## config.mk

```make
export PLATFORM = sky130hd
export DESIGN_NAME = uart_alu_engine
export DESIGN_NICKNAME = d
export VERILOG_FILES = /design/src/rtl/uart_alu_pkg.sv /design/src/rtl/uart_alu_accum.sv /design/src/rtl/uart_alu_engine.sv
export SDC_FILE = /design/constraint.sdc
export NUM_CORES = 1
export LEC_CHECK = 0
export BUFFER_PORTS_ARGS = -buffer_cell sky130_fd_sc_hd__buf_4
export CAP_MARGIN = 10
export CORE_UTILIZATION = 35
export CTS_CLUSTER_DIAMETER = 60
export DETAILED_ROUTE_END_ITERATION = 6
export SYNTH_ARGS = -nofsm -noshare
export SYNTH_HDL_FRONTEND = slang
export SYNTH_SLANG_ARGS = --single-unit
export TNS_END_PERCENT = 20
```

## constraint.sdc

```tcl
create_clock -name hwclk -period 5.8 [get_ports hwclk]
set_clock_uncertainty 0.1 [all_clocks]
set_input_delay 0.29 -clock hwclk [delete_from_list [all_inputs] [get_ports hwclk]]
set_output_delay 0.29 -clock hwclk [all_outputs]
set_load 0.005 [all_outputs]
```

## src/rtl/uart_alu_pkg.sv

```systemverilog
// Shared constants for the UART byte-stream ALU: opcodes, FSM encoding
// and status-byte bit positions.
package uart_alu_pkg;

    localparam logic [7:0] OP_ADD = 8'h00;
    localparam logic [7:0] OP_SUB = 8'h01;
    localparam logic [7:0] OP_XOR = 8'h02;
    localparam logic [7:0] OP_MAX = 8'h03;

    // State encoding doubles as the LED code on state_o.
    localparam logic [1:0] ST_IDLE = 2'd0;
    localparam logic [1:0] ST_RECV = 2'd1;
    localparam logic [1:0] ST_CALC = 2'd2;
    localparam logic [1:0] ST_SEND = 2'd3;

    localparam int ST_BORROW = 0;
    localparam int ST_BADOP  = 1;

endpackage

```

## src/rtl/uart_alu_accum.sv

```systemverilog
// Accumulator datapath: loaded with the first operand of a frame, then
// folded with each following operand according to the opcode.
module uart_alu_accum
    import uart_alu_pkg::*;
#(
    parameter int W = 16
) (
    input  logic         hwclk,
    input  logic         reset,
    input  logic         load,
    input  logic         step,
    input  logic [7:0]   opcode,
    input  logic [W-1:0] operand,
    output logic [W-1:0] acc,
    output logic         borrow,
    output logic         bad_op
);

    // Load starts a fresh frame (flags cleared); step folds one more operand in.
    always_ff @(posedge hwclk or posedge reset) begin
        if (reset) begin
            acc    <= '0;
            borrow <= 1'b0;
            bad_op <= 1'b0;
        end else if (load) begin
            borrow <= 1'b0;
            bad_op <= (opcode > OP_MAX);
            acc    <= (opcode > OP_MAX) ? '0 : operand;
        end else if (step) begin
            case (opcode)
                OP_ADD: acc <= acc + operand;
                OP_SUB: begin
                    acc <= acc - operand;
                    if (operand > acc) begin
                        borrow <= 1'b1;
                    end
                end
                OP_XOR: acc <= acc ^ operand;
                OP_MAX: begin
                    if (operand > acc) begin
                        acc <= operand;
                    end
                end
                default: acc <= '0;
            endcase
        end
    end

endmodule

```

## src/rtl/uart_alu_engine.sv

```systemverilog
// Byte-stream ALU: collects opcode + operands from the UART receiver,
// computes the result and streams echo/result/status to the transmitter.
module uart_alu_engine
    import uart_alu_pkg::*;
#(
    parameter int OPERAND_BYTES  = 1,
    parameter int NUM_OPERANDS   = 2,
    parameter int ECHO           = 1,
    parameter int TIMEOUT_CYCLES = 120000
) (
    input  logic       hwclk,
    input  logic       reset,
    input  logic [7:0] rx_byte,
    input  logic       rx_valid,
    output logic [7:0] tx_byte,
    output logic       tx_valid,
    input  logic       tx_ready,
    output logic       busy,
    output logic [1:0] state_o,
    output logic       frame_err,
    output logic       rx_overrun
);

    localparam int RB       = OPERAND_BYTES + 1;
    localparam int W        = 8 * RB;
    localparam int TOTAL    = NUM_OPERANDS * OPERAND_BYTES;
    localparam int ECHO_LEN = (ECHO != 0) ? TOTAL : 0;
    localparam int TX_LEN   = ECHO_LEN + RB + 1;
    localparam int SW       = $clog2(TOTAL);
    localparam int OW       = $clog2(NUM_OPERANDS);
    localparam int TXW      = $clog2(TX_LEN);
    localparam int TW       = (TIMEOUT_CYCLES > 2) ? $clog2(TIMEOUT_CYCLES) : 1;

    localparam logic [SW-1:0]  LAST_BYTE = SW'(TOTAL - 1);
    localparam logic [OW-1:0]  LAST_OP   = OW'(NUM_OPERANDS - 1);
    localparam logic [TXW-1:0] ECHO_END  = TXW'(ECHO_LEN);
    localparam logic [TXW-1:0] TX_LAST   = TXW'(TX_LEN - 1);
    localparam logic [TW-1:0]  TMO_LAST  = TW'(TIMEOUT_CYCLES - 1);

    logic [1:0]     state;
    logic [7:0]     opcode;
    logic [SW-1:0]  byte_cnt;
    logic [OW-1:0]  op_idx;
    logic [TXW-1:0] tx_idx;
    logic [TW-1:0]  tmo_cnt;
    logic [7:0]     store [TOTAL];
    logic [W-1:0]   cur_operand;
    logic [W-1:0]   acc;
    logic           borrow;
    logic           bad_op;
    logic [7:0]     status_byte;

    // Main FSM: request collection with inter-byte timeout, operand sweep, response send.
    always_ff @(posedge hwclk or posedge reset) begin
        if (reset) begin
            state      <= ST_IDLE;
            opcode     <= '0;
            byte_cnt   <= '0;
            op_idx     <= '0;
            tx_idx     <= '0;
            tmo_cnt    <= '0;
            frame_err  <= 1'b0;
            rx_overrun <= 1'b0;
            for (int i = 0; i < TOTAL; i++) begin
                store[i] <= '0;
            end
        end else begin
            frame_err  <= 1'b0;
            rx_overrun <= rx_valid && ((state == ST_CALC) || (state == ST_SEND));
            case (state)
                ST_IDLE: begin
                    if (rx_valid) begin
                        opcode   <= rx_byte;
                        byte_cnt <= '0;
                        tmo_cnt  <= '0;
                        state    <= ST_RECV;
                    end
                end
                ST_RECV: begin
                    if (rx_valid) begin
                        store[byte_cnt] <= rx_byte;
                        tmo_cnt         <= '0;
                        if (byte_cnt == LAST_BYTE) begin
                            op_idx <= '0;
                            state  <= ST_CALC;
                        end else begin
                            byte_cnt <= byte_cnt + 1'b1;
                        end
                    end else if ((TIMEOUT_CYCLES != 0) && (tmo_cnt == TMO_LAST)) begin
                        frame_err <= 1'b1;
                        byte_cnt  <= '0;
                        tmo_cnt   <= '0;
                        state     <= ST_IDLE;
                    end else begin
                        tmo_cnt <= tmo_cnt + 1'b1;
                    end
                end
                ST_CALC: begin
                    if (op_idx == LAST_OP) begin
                        tx_idx <= '0;
                        state  <= ST_SEND;
                    end else begin
                        op_idx <= op_idx + 1'b1;
                    end
                end
                default: begin
                    if (tx_ready) begin
                        if (tx_idx == TX_LAST) begin
                            state <= ST_IDLE;
                        end else begin
                            tx_idx <= tx_idx + 1'b1;
                        end
                    end
                end
            endcase
        end
    end

    // Assemble the current operand big-endian from the store, zero-extended to W bits.
    always_comb begin
        cur_operand = '0;
        for (int j = 0; j < OPERAND_BYTES; j++) begin
            cur_operand = {cur_operand[W-9:0], store[SW'(int'(op_idx) * OPERAND_BYTES + j)]};
        end
    end

    uart_alu_accum #(
        .W(W)
    ) u_accum (
        .hwclk   (hwclk),
        .reset   (reset),
        .load    ((state == ST_CALC) && (op_idx == '0)),
        .step    ((state == ST_CALC) && (op_idx != '0)),
        .opcode  (opcode),
        .operand (cur_operand),
        .acc     (acc),
        .borrow  (borrow),
        .bad_op  (bad_op)
    );

    // Status flags packed into the trailing response byte.
    always_comb begin
        status_byte            = '0;
        status_byte[ST_BORROW] = borrow;
        status_byte[ST_BADOP]  = bad_op;
    end

    // Transmit mux: echo bytes, then result MSB first, then status.
    always_comb begin
        tx_byte = '0;
        if (state == ST_SEND) begin
            tx_byte = status_byte;
            for (int b = 0; b < RB; b++) begin
                if (tx_idx == TXW'(ECHO_LEN + b)) begin
                    tx_byte = acc[8*(RB-1-b) +: 8];
                end
            end
            if ((ECHO != 0) && (tx_idx < ECHO_END)) begin
                tx_byte = store[SW'(tx_idx)];
            end
        end
    end

    assign tx_valid = (state == ST_SEND);
    assign busy     = (state != ST_IDLE);
    assign state_o  = state;

endmodule

```

Word level (Yosys, flattened, before mapping)
Cells that the tools add are included.

storage, ports and cells
  bits in registers = 68
  input bits = 12
  logic and storage cells = 124

cells by class
  add/subtract/negate cells = 6
  order comparisons = 7
  equality and inequality tests = 18
  mux-type cells = 49
  bitwise operators = 5
  reductions and logical operators = 26

operators by type and width
  kind                   count
  $mux 8                 11
  $pmux 16 s4            1
  $mux 17                3
  $mux 16                3
  $pmux 17 s2            1
  $add 17x1->17 const B  1
  $eq 17x17->1 const B   1
  $add 16x8->16          1
  $bwmux 16              1
  $eq 8x2->1 const B     2
  $gt 8x16->1            1
  $sub 16x8->16          1
  $xor 16x8->16          1
  $mux 1                 14
  $mux 2                 7
  $reduce_bool 2->1      7
  $ne 2x2->1 const B     5
  $mux 3                 3
  $reduce_and 3->1       3
  $demux 8 s1            1
  $eq 8x1->1 const B     1
  $gt 8x2->1 const B     1
  $logic_not 8->1        1
  $reduce_and 2->1       4
  24 further kinds       36

Depth between registers and ports, before layout
Gate-level depths: netlist of the first run.

  word-level depth = 9
  gate-level depth with buffers = 10

By module
From an unflattened synthesis of the first run, not the netlist that was laid out.

unflattened totals
  cells, all modules = 616
  area total of the unflattened synthesis = 5,426.5 µm²

by module, submodules not included
  module           times used  cells an instance  area an instance (µm²)  seq. area each (µm²)
  uart_alu_accum   1           363                2,788.9                 450.4
  uart_alu_engine  1           253                2,637.5                 1,251.2

Worst setup path before layout of the first run
OpenSTA, ideal clock, no wires.

  kind = reg-to-reg
  start = register store[10] in the netlist's numbering
  end = register u_accum.acc[3]
  library setup time = 0.127 ns
  data arrival time = 2.267 ns
  path slack = 3.305 ns
  cell stages (with the launch flop) = 11
  clock period less this slack = 2.495 ns
  path through = dfrtp_1 inv_1 ha_1 buf_6 nor2b_4 o31a_1 o31ai_4 a21oi_2 nand2b_1 buf_4 mux2_1

on the way
  word-level cells in the longest chain between the ends = 6

RTL lines
  what                                            RTL line                                    source
  start: declaration                              uart_alu_engine.sv:46                       logic [7:0] store [TOTAL];
  start signal: indexed assignment                uart_alu_engine.sv:81                       store[byte_cnt] <= rx_byte;
  $mux 8 (implied by the code) (*) (2 in a row)   uart_alu_engine.sv:123                      cur_operand = {cur_operand[W-9:0], store[SW'(int'(op_idx) * OPERAND_BYTES + j)]};
  $sub 16x8->16 or $add 16x8->16 (tied branches)  uart_alu_accum.sv:33, uart_alu_accum.sv:31
  $pmux 16 s4                                     uart_alu_accum.sv:30                        case (opcode)
  $mux 16                                         uart_alu_accum.sv:29                        end else if (step) begin
  $mux 16                                         uart_alu_accum.sv:25                        end else if (load) begin
  end signal: assignment                          uart_alu_accum.sv:28                        acc <= (opcode > OP_MAX) ? '0 : operand;
  end signal: assignment                          uart_alu_accum.sv:31                        OP_ADD: acc <= acc + operand;
  end signal: assignment                          uart_alu_accum.sv:33                        acc <= acc - operand;
  end: declaration                                uart_alu_accum.sv:14                        output logic [W-1:0] acc,

Every way passes the cells marked *; elsewhere a longest branch is shown, timed or not. The select of a mux whose other input is x is not followed.
A chain may end at the register's enable or synchronous reset.

Worst setup path after layout of the first run
  start = register tx_idx[0]
  end = output tx_byte[5]

on the way
  word-level cells in the longest chain between the ends = 6

RTL lines
  what                                       RTL line                source
  start: declaration                         uart_alu_engine.sv:44   logic [TXW-1:0] tx_idx;
  start signal: assignment                   uart_alu_engine.sv:111  tx_idx <= tx_idx + 1'b1;
  $not 1->2 (implied by the code)            uart_alu_engine.sv:159  tx_byte = store[SW'(tx_idx)];
  $mux 8 (implied by the code) (3 in a row)  uart_alu_engine.sv:159
  $mux 8 (*)                                 uart_alu_engine.sv:158  if ((ECHO != 0) && (tx_idx < ECHO_END)) begin
  $mux 8 (*)                                 uart_alu_engine.sv:151  if (state == ST_SEND) begin
  end: declaration                           uart_alu_engine.sv:15   output logic [7:0] tx_byte,

Marked as above.

==> reports/results.ini, run 1 <==
[outcome]
status=completed

[pwr]
switchingPower_w=0.001002
combPwrFrac_pct=40.8
ir_drop_v=0.0002537
sw_frac_of_total_pct=41.49
internal-power_w=0.001412
seqPwrFrac_pct=33.0
power_leakage_nw=2.301
powerDensity_mw_per_mm2=447.5
p_clk_share_pct=26.2
total_power_w=0.002414

[global_route]
antenna_found_initial=0
grt_max_degree=69
grt_overflow=0
grt_util_all_layers_pct=20.26
grt_pass1_vias=3974
grt_pass1_wl_um=22020

[worst_hold_path]
min_path_type=in2reg

[drt]
drt_pass1_iterations=5
first_iter_violations=400
vias=4290
wl_per_cell_um=18.80
vias_per_cell=5.885
route.detailed.drc=0
final_antenna_net_count=0
wirelength_um=13710

[clock_tree]
cts_resized=0
htree_levels=3
post_cts_buffers=0
cts_buffer_depth=2
clock_latency_ns=0.33
numCtsBuffers=9
cts.sinks=68
cts_hold_buf=0
cts_tree=yes
cts_root_buf=clkbuf_16
clkTransAtPathRegs_ns=0.05

[floorplan]
core_area_sq_mm=0.01324
ios=26
initial_core_util_pct=35.87
die_w_um=118.5
dieArea_sq_mm=0.01404
num_rows=42
dieHeight_um=118.5

[sta]
fin_tns_setup_ns=0
tightestPinTransition_ns=0.9844
finalCriticalPeriod_ns=2.983
setup_viol=0
fmax_ghz=0.3353
rsz0062_at_grt=no
worst_slew_margin_rel_pct=34.13
final.setup.worst_slack_ns=2.817
fin_crit_sh_pct=51.43
hold_viol=0
slew_viol_final=0

[setup_path]
worst-path-stages=5
crit_buf_inv=1
worstPathArrival_ns=2.59
crit_chain=ha_1 -> ha_1 -> a211oi_1 -> a211oi_1 -> buf_4
cpMaxStageDelayCell=dfrtp_1
path_delay_family=flip-flops
cp-start-kind=flop
reg2reg_to=u_accum.acc[11]
critical_path_class=reg2out
crit_required_ns=5.41
ff2ff_setup_slack_ns=2.85
crit_path_max_fanout=16
end_kind=primary output
startpoint=tx_idx[0]
reg2reg_depth=8
endpoint=tx_byte[5]
max_stage_delay_ns=0.78
r2r_start=store[12]

[logic_synthesis]
synth_top_area_share_pct=35.83
yosys.cell_types.count=80
synth_common_cells=68 x dfrtp_1, 58 x nor2_1, 57 x nand2_1
synth-async-reset-ratio_pct=100.0
yosysWarnings=0
yosysMostFrequentCell=dfrtp_1
synth_cells=536
ys_seq_area_share_pct=35.83
syn_nets=571
synth_edf_count=0
postSynthAreaPerCell_sq_um=8.861
synth-seq-cells=68
synth_top_cell_by_area=dfrtp_1
syn_area_sq_mm=0.004750
synth_area_leaders=dfrtp_1 36%, ha_1 5.5%, nor2_1 4.6%, nand2_1 4.5%, o21ai_0 3.9%
yosys_most_used_dff=dfrtp_1

[final_layout]
num_antenna_cells=0
area_growth_pct=13.57
final_util_pct=40.73
nets=583
finalInstanceArea_sq_mm=0.005394
layout-drive-gt1-share_pct=14.47
fillers=1341

[place]
dpl_cell_area_sq_mm=0.005052
portBuffers=25
place.gp.congestion=0.9236
place_ws_ns=2.899
dp_hpwl_um=10280

[job]
drv_cap=0

-- routing by layer --
metal  wire [um]  vias to the layer above  GRT usage [%]
li1            -                     1980              -
met1        6352                     2101          28.99
met2        6052                      186          30.04
met3        1016                       23          3.716
met4         284                        0          8.070
met5           0                        -              0
-- power by group through the flow --
stage	Combinational, W	Sequential, W	Clock (W)
CTS	0.000972	0.000791	0.000640
finish	0.000986	0.000796	0.000632
floorplan	0.000778	0.000689	0
global route	0.00108	0.000817	0.000665
global placement	0.000955	0.000794	0
detailed placement	0.000966	0.000800	0
-- worst min path at each step --
stage,cells past startpoint,slack (ns),startpoint,end
after floorplan,2,0.31,rx_byte[0],opcode[0]
after global placement,2,0.37,u_accum.bad_op,u_accum.bad_op
after detailed placement,2,0.39,u_accum.bad_op,u_accum.bad_op
after CTS,3,0.07,rx_byte[5],store[13]
after global routing,3,0.09,rx_byte[4],store[12]
final,3,0.08,rx_byte[5],store[13]
-- state kept, by name (all words and copies together), names as in the netlist --
signal          cells
state_o             2
tmo_cnt            17
byte_cnt            1
u_accum.borrow      1
store              16
op_idx              1
frame_err           1
opcode              8
u_accum.bad_op      1
u_accum.acc        16
rx_overrun          1
tx_idx              3
-- worst register-to-register path, cell delays in order (launching register included) --
cell and delay, ns:
dfrtp_1 0.46, inv_1 0.13, ha_1 0.44, nor3_1 0.27, o31ai_1 0.19, a21oi_1 0.45, nand4_1 0.20, a221o_1 0.38
a22o_1 0.22
-- cell usage in the layout, fill, tap and decap left out, drive strengths merged, types with 3 or more instances in the layout --
cell type / n
nand4: 7
o31ai: 14
nand3: 17
nor2: 61
xnor2: 8
a22o: 6
mux2: 17
inv: 26
clkinv: 3
nand2: 57
buf: 27
a22oi: 4
mux2i: 13
nand2b: 5
a211oi: 21
clkbuf: 10
bufinv: 3
and3: 3
o21ai: 37
a21oi: 20
a31oi: 7
nor3b: 5
nor4b: 3
nor4: 5
nor2b: 5
nor3: 15
a32oi: 3
a21o: 3
ha: 21
and4: 3
or2: 4
xor2: 9
o21bai: 3
dfrtp: 68
-- metrics by stage --
stage | hold WS, ns | cells
final | 0.08191 | 729
after global routing | 0.09008 | 729
after CTS | 0.07128 | 729
after detailed placement | 0.3910 | 713
after global placement | 0.3712 | 713
after floorplan | 0.3068 | 536
-- logic make-up after synthesis --
kind of cell / Yosys count / synth area share [%]
compound gates: 148 / 22.16
buf+inv: 52 / 4.584
xor+xnor: 17 / 3.135
flops: 68 / 35.83
mux: 30 / 6.770
simple gates: 198 / 21.15
fa+ha+maj: 23 / 6.375
-- final cells by class --
class,count,area [sq um],area share [%]
flip-flops and latches,68,1702,31.55
inverters,26,97.59,1.809
clock inverters,6,112.6,2.088
multi-input cells,416,2830,52.47
clock buffers,10,229.0,4.245
repair buffers,27,202.7,3.758
well taps,176,220.2,4.083
No activity file was read; power rests on OpenSTA's default activity.
==> run 2: changes to the inputs <==
clock period = 2.7 ns   (was 5.8 ns; I/O delays follow)
==> reports/results.ini, run 2 (synthesis gave the netlist of run 1 again) <==
[outcome]
status=completed

[drt]
vias=4470  ; +4.2%
vias_per_cell=5.760  ; -2.1%
drt_pass1_iterations=5  ; unchanged
wl_per_cell_um=18.15  ; -3.4%
first_iter_violations=458  ; +14%
wirelength_um=14090  ; +2.8%
route.detailed.drc=0  ; unchanged
final_antenna_net_count=0  ; unchanged

[sta]
finalCriticalPeriod_ns=2.622
slew_viol_final=0  ; unchanged
hold_viol=0  ; unchanged
worst_slew_margin_rel_pct=52.49  ; +18 points
fmax_ghz=0.3814
rsz0062_at_grt=no
fin_crit_sh_pct=97.11
tightestPinTransition_ns=0.7116  ; -0.2728 ns
setup_viol=0  ; unchanged
fin_tns_setup_ns=0  ; unchanged

[place]
portBuffers=25  ; unchanged
dp_hpwl_um=10790  ; +5.0%
dpl_cell_area_sq_mm=0.005343  ; +5.7%
place.gp.congestion=0.9289  ; +0.57%

[floorplan]
initial_core_util_pct=35.87  ; unchanged
core_area_sq_mm=0.01324  ; unchanged
num_rows=42  ; unchanged
die_w_um=118.5  ; unchanged
dieArea_sq_mm=0.01404  ; unchanged
dieHeight_um=118.5  ; unchanged
ios=26  ; unchanged

[final_layout]
fillers=1340  ; -0.075%
final_cell_mix=68 x dfrtp_1, 64 x buf_4, 58 x nor2_1, 57 x nand2_1, 37 x o21ai_0
nets=631  ; +8.2%
final_util_pct=43.62  ; +2.9 points
finalInstanceArea_sq_mm=0.005777  ; +7.1%
area_growth_pct=21.63
num_antenna_cells=0  ; unchanged
regMostFlops=tmo_cnt
largest_reg_flops=17  ; unchanged
reg_top3=tmo_cnt (17), store (16), u_accum.acc (16)
layout-drive-gt1-share_pct=20.33  ; +5.9 points
layout_commonest_cell=dfrtp_1

[setup_path]
worstPathArrival_ns=2.73  ; +0.14 ns
crit_required_ns=2.80  ; -2.61 ns
path_delay_family=compound AO/OA/AOI/OAI gates
cpMaxStageDelayCell=dfrtp_1
end_kind=flop
crit_buf_inv=3  ; +2
max_stage_delay_ns=0.43  ; -0.35 ns
cp-start-kind=flop
crit_path_max_fanout=6  ; -10
ff2ff_setup_slack_ns=0.08  ; -2.77 ns
crit_chain=inv_1 -> ha_2 -> o21a_1 -> o31a_1 -> o31ai_4 -> buf_4 -> a41oi_4 -> buf_4 -> o31ai_1 -> o31ai_2
critical_path_class=reg2reg
timing.critical_path.mode_cell=buf_4

[clock_tree]
cts.sinks=68  ; unchanged
cts_tree=yes
cts_root_buf=clkbuf_16
clock_latency_ns=0.33  ; about the same
htree_levels=3  ; unchanged
cts_buffer_depth=2  ; unchanged
clkTransAtPathRegs_ns=0.06  ; about the same
numCtsBuffers=9  ; unchanged

[global_route]
grt_max_degree=38  ; -45%
grt_overflow=0  ; unchanged
grt_pass1_vias=4396  ; +11%
antenna_found_initial=0  ; unchanged
grt_util_all_layers_pct=21.06  ; +0.80 points
grt_pass1_wl_um=23060  ; +4.7%

[pwr]
powerDensity_mw_per_mm2=917.7  ; +110%
ir_drop_v=0.0005706  ; +120%
power_leakage_nw=2.509  ; +9.1%
total_power_w=0.005301  ; +120%

[worst_hold_path]
min_path_type=in2reg

[job]
drv_cap=0  ; unchanged

-- run 2: cell types whose count changed in the layout (fill, tap and decap cells not counted), moves of 2 or more --
cell,previous run,this run
buf_4,27,64
clkinv_4,2,0
ha_1,21,19
ha_2,0,2
dlygate4sd3_1,0,10
-- run 2: power breakdown --
group / switching, W / internal, W
Clock: 0.000438 / 0.000800
Combinational: 0.00148 / 0.00104
Sequential: 0.000250 / 0.00129
-- run 2: cell type report --
cell class | instances | area (sq um) | area share (%)
repair buffers | 75 | 600.6 | 10.40
inverters | 26 | 97.59 | 1.689
clock buffers | 10 | 229.0 | 3.964
multi-input cells | 416 | 2850 | 49.34
well taps | 176 | 220.2 | 3.812
clock inverters | 5 | 77.57 | 1.343
flip-flops and latches | 68 | 1702 | 29.46
-- run 2: path summary, 6_finish.rpt --
| kind | startpoint | endpoint | cells past startpoint |
|---|---|---|---|
| max | store[11] | u_accum.acc[9] | 10 |
| min | tx_ready | tx_idx[2] | 4 |
| max reg2reg | store[11] | u_accum.acc[9] | 10 |
| min reg2reg | u_accum.bad_op | u_accum.bad_op | 2 |
| max in group asynchronous | reset | u_accum.acc[12] | 4 |
| min in group asynchronous | reset | store[6] | 3 |
-- run 2: routing by layer --
layer | share of wire [%] | global-route usage, %
met3 | 6.6 | 3.378
met2 | 46 | 33.05
met1 | 43 | 27.89
met5 | 0 | 0
met4 | 4.0 | 11.08
-- run 2: what timing repair did --
| action | in CTS | in global routing |
|---|---|---|
| endpoints found under the hold margin | 57 | 0 |
| buffers inserted | 0 | 1 |
| hold buffers | 10 | 0 |
| endpoints found under the setup margin | 0 | 6 |
| gates resized for setup | 0 | 5 |
-- run 2: through the flow --
step | setup WS [ns] | instances | hold slack [ns]
floorplan | 0.2054 | 536 | 0.1518
global placement | 0.1189 | 750 | 0.1985
detailed placement | 0.07066 | 750 | 0.2034
CTS | 0.05219 | 775 | 0.1206
global route | 0.002236 | 776 | 0.1345
finish | 0.07804 | 776 | 0.1313
-- run 2: tightest hold or removal path, stage by stage --
cell and delay [ns]:
buf_4 0.11, nand2_1 0.05, a21oi_1 0.08, mux2i_1 0.13
==> run 3: changes to the inputs <==
CORE_ASPECT_RATIO = 0.7   (was default)
==> reports/results.ini, run 3 (synthesis gave the netlist of run 1 again) <==
[pwr]
ir_drop_v=0.0004632  ; -19%
powerDensity_mw_per_mm2=908.2  ; -1.0%
power_leakage_nw=2.548  ; +1.6%

[sta]
final.setup.worst_slack_ns=0.02686  ; -0.05118 ns
tightestPinTransition_ns=0.6729  ; -0.03875 ns
fmax_ghz=0.3741  ; -1.9%
fin_crit_sh_pct=99.01  ; +1.9 points
rsz0062_at_grt=yes
finalCriticalPeriod_ns=2.673  ; +0.05118 ns
fin_tns_setup_ns=0  ; unchanged
hold_viol=0  ; unchanged
setup_viol=0  ; unchanged
worst_slew_margin_rel_pct=55.02  ; +2.5 points
slew_viol_final=0  ; unchanged

[clock_tree]
cts_buffer_depth=2  ; unchanged
numCtsBuffers=9  ; unchanged
clkTransAtPathRegs_ns=0.06  ; about the same
cts.sinks=68  ; unchanged
cts_tree=yes
htree_levels=3  ; unchanged
clock_latency_ns=0.34  ; about the same
cts_root_buf=clkbuf_16

[final_layout]
area_growth_pct=23.34
largest_reg_flops=17  ; unchanged
regArea_sq_mm=0.001702  ; unchanged
num_antenna_cells=0  ; unchanged
fillers=1257  ; -6.2%
final_cells=791  ; +1.9%
multi_input_area_sq_mm=0.002887  ; +1.3%
regMostFlops=tmo_cnt
layout-drive-gt1-share_pct=22.11  ; +1.8 points
finalInstanceArea_sq_mm=0.005858  ; +1.4%
final_util_pct=44.44  ; +0.82 points
reg_top3=tmo_cnt (17), store (16), u_accum.acc (16)
final_cell_mix=68 x dfrtp_1, 68 x buf_4, 58 x nor2_1, 57 x nand2_1, 37 x o21ai_0
nets=636  ; +0.79%

[setup_path]
worstPathArrival_ns=2.80  ; +0.07 ns
r2r_start=store[9]
path_delay_family=compound AO/OA/AOI/OAI gates
crit_chain=inv_1 -> ha_1 -> nor3b_2 -> o31ai_4 -> a21oi_1 -> nand4_1 -> a221o_1 -> a22o_1
critical_path_class=reg2reg
crit_path_max_fanout=5  ; -1
cp-start-kind=flop
reg2reg_to=u_accum.acc[11]
cpMaxStageDelayCell=dfrtp_1
crit_required_ns=2.83  ; +0.03 ns
reg2reg_depth=8  ; -2
ff2ff_setup_slack_ns=0.03  ; -0.05 ns
max_stage_delay_ns=0.46  ; +0.03 ns
crit_buf_inv=1  ; -2
end_kind=flop

[job]
drv_cap=0  ; unchanged

[place]
place.gp.congestion=0.9558  ; +2.9%
dp.cells=761  ; +1.5%
portBuffers=25  ; unchanged
dpl_cell_area_sq_mm=0.005369  ; +0.49%
place_ws_ns=0.005201  ; -0.06546 ns
dp_hpwl_um=10940  ; +1.4%

[drt]
top_layer_used=met4
first_iter_violations=374  ; -18%
wl_met2_um=6039  ; -6.8%
final_antenna_net_count=0  ; unchanged
m1WireLength_um=7133  ; +17%
drt_pass1_iterations=5  ; unchanged
wl_per_cell_um=18.29  ; +0.74%
route.detailed.drc=0  ; unchanged
vias=4382  ; -2.0%
wl_met3_um=1157  ; +24%
wirelength_um=14470  ; +2.7%
vias_per_cell=5.540  ; -3.8%

[floorplan]
dieHeight_um=99.47  ; -16%
initial_core_util_pct=36.03  ; +0.17 points
ios=26  ; unchanged
dieArea_sq_mm=0.01405  ; about the same
num_rows=35  ; -17%
core_area_sq_mm=0.01318  ; -0.46%
die_w_um=141.2  ; +19%

[worst_hold_path]
min_path_type=in2reg
hold_start=tx_ready
hold_end=tx_idx[0]
hold_depth=4  ; unchanged

[global_route]
grt_overflow=0  ; unchanged
grt_pass1_vias=4213  ; -4.2%
grt_max_degree=69  ; +82%
antenna_found_initial=0  ; unchanged
grt_pass1_wl_um=23130  ; +0.30%
grt_util_all_layers_pct=21.56  ; +0.50 points

[outcome]
status=completed

-- run 3: final cells by class --
type / instances / area share [%]
inverters: 26 / 1.666
clock inverters: 7 / 1.260
flip-flops and latches: 68 / 29.05
well taps: 185 / 3.951
repair buffers: 80 / 10.96
clock buffers: 9 / 3.845
multi-input cells: 416 / 49.27
-- run 3: layer usage --
layer | track usage (%) | vias up
met3 | 5.874 | 13
li1 | - | 2085
met4 | 4.682 | 0
met2 | 31.04 | 157
met5 | 0 | -
met1 | 31.83 | 2127
-- run 3: repair_timing --
action | in CTS | in global routing
pin swaps | 0 | 3
endpoints found under the hold margin | 93 | 0
hold buffers | 10 | 0
buffers inserted | 0 | 4
setup endpoints to repair | 1 | 13
resized for setup | 1 | 11
-- run 3: worst max path at each step --
stage,start,endpoint,slack (ns),depth (start not counted)
final,store[9],u_accum.acc[11],0.03,8
after global routing,store[9],u_accum.acc[11],-0.03,8
after CTS,store[9],u_accum.acc[13],0.002,9
after detailed placement,store[9],u_accum.acc[11],0.005,8
after global placement,store[9],u_accum.acc[13],0.06,9
after floorplan,store[10],u_accum.acc[3],0.21,10
-- run 3: through the flow --
stage	hold slack (ns)	power, W
6_report	0.1047	0.005320
5_1_grt	0.1235	0.005660
4_1_cts	0.1020	0.005229
3_5_place_dp	0.1536	0.004000
3_3_place_gp	0.1504	0.003967
2_1_floorplan	0.1518	0.003150
-- run 3: report_power, final --
group | switching, W | internal (W) | leakage (nW)
clock network | 0.000483 | 0.000720 | 0.146
registers | 0.000241 | 0.00129 | 0.887
logic | 0.00151 | 0.00108 | 1.51
total | 0.00223 | 0.00309 | 2.55
-- run 3: tightest hold or removal path: cells and delay by family --
family	cells	cell delay (ns)
simple gates	1	0.05
buf+inv	1	0.11
mux	1	0.12
compound gates	1	0.07
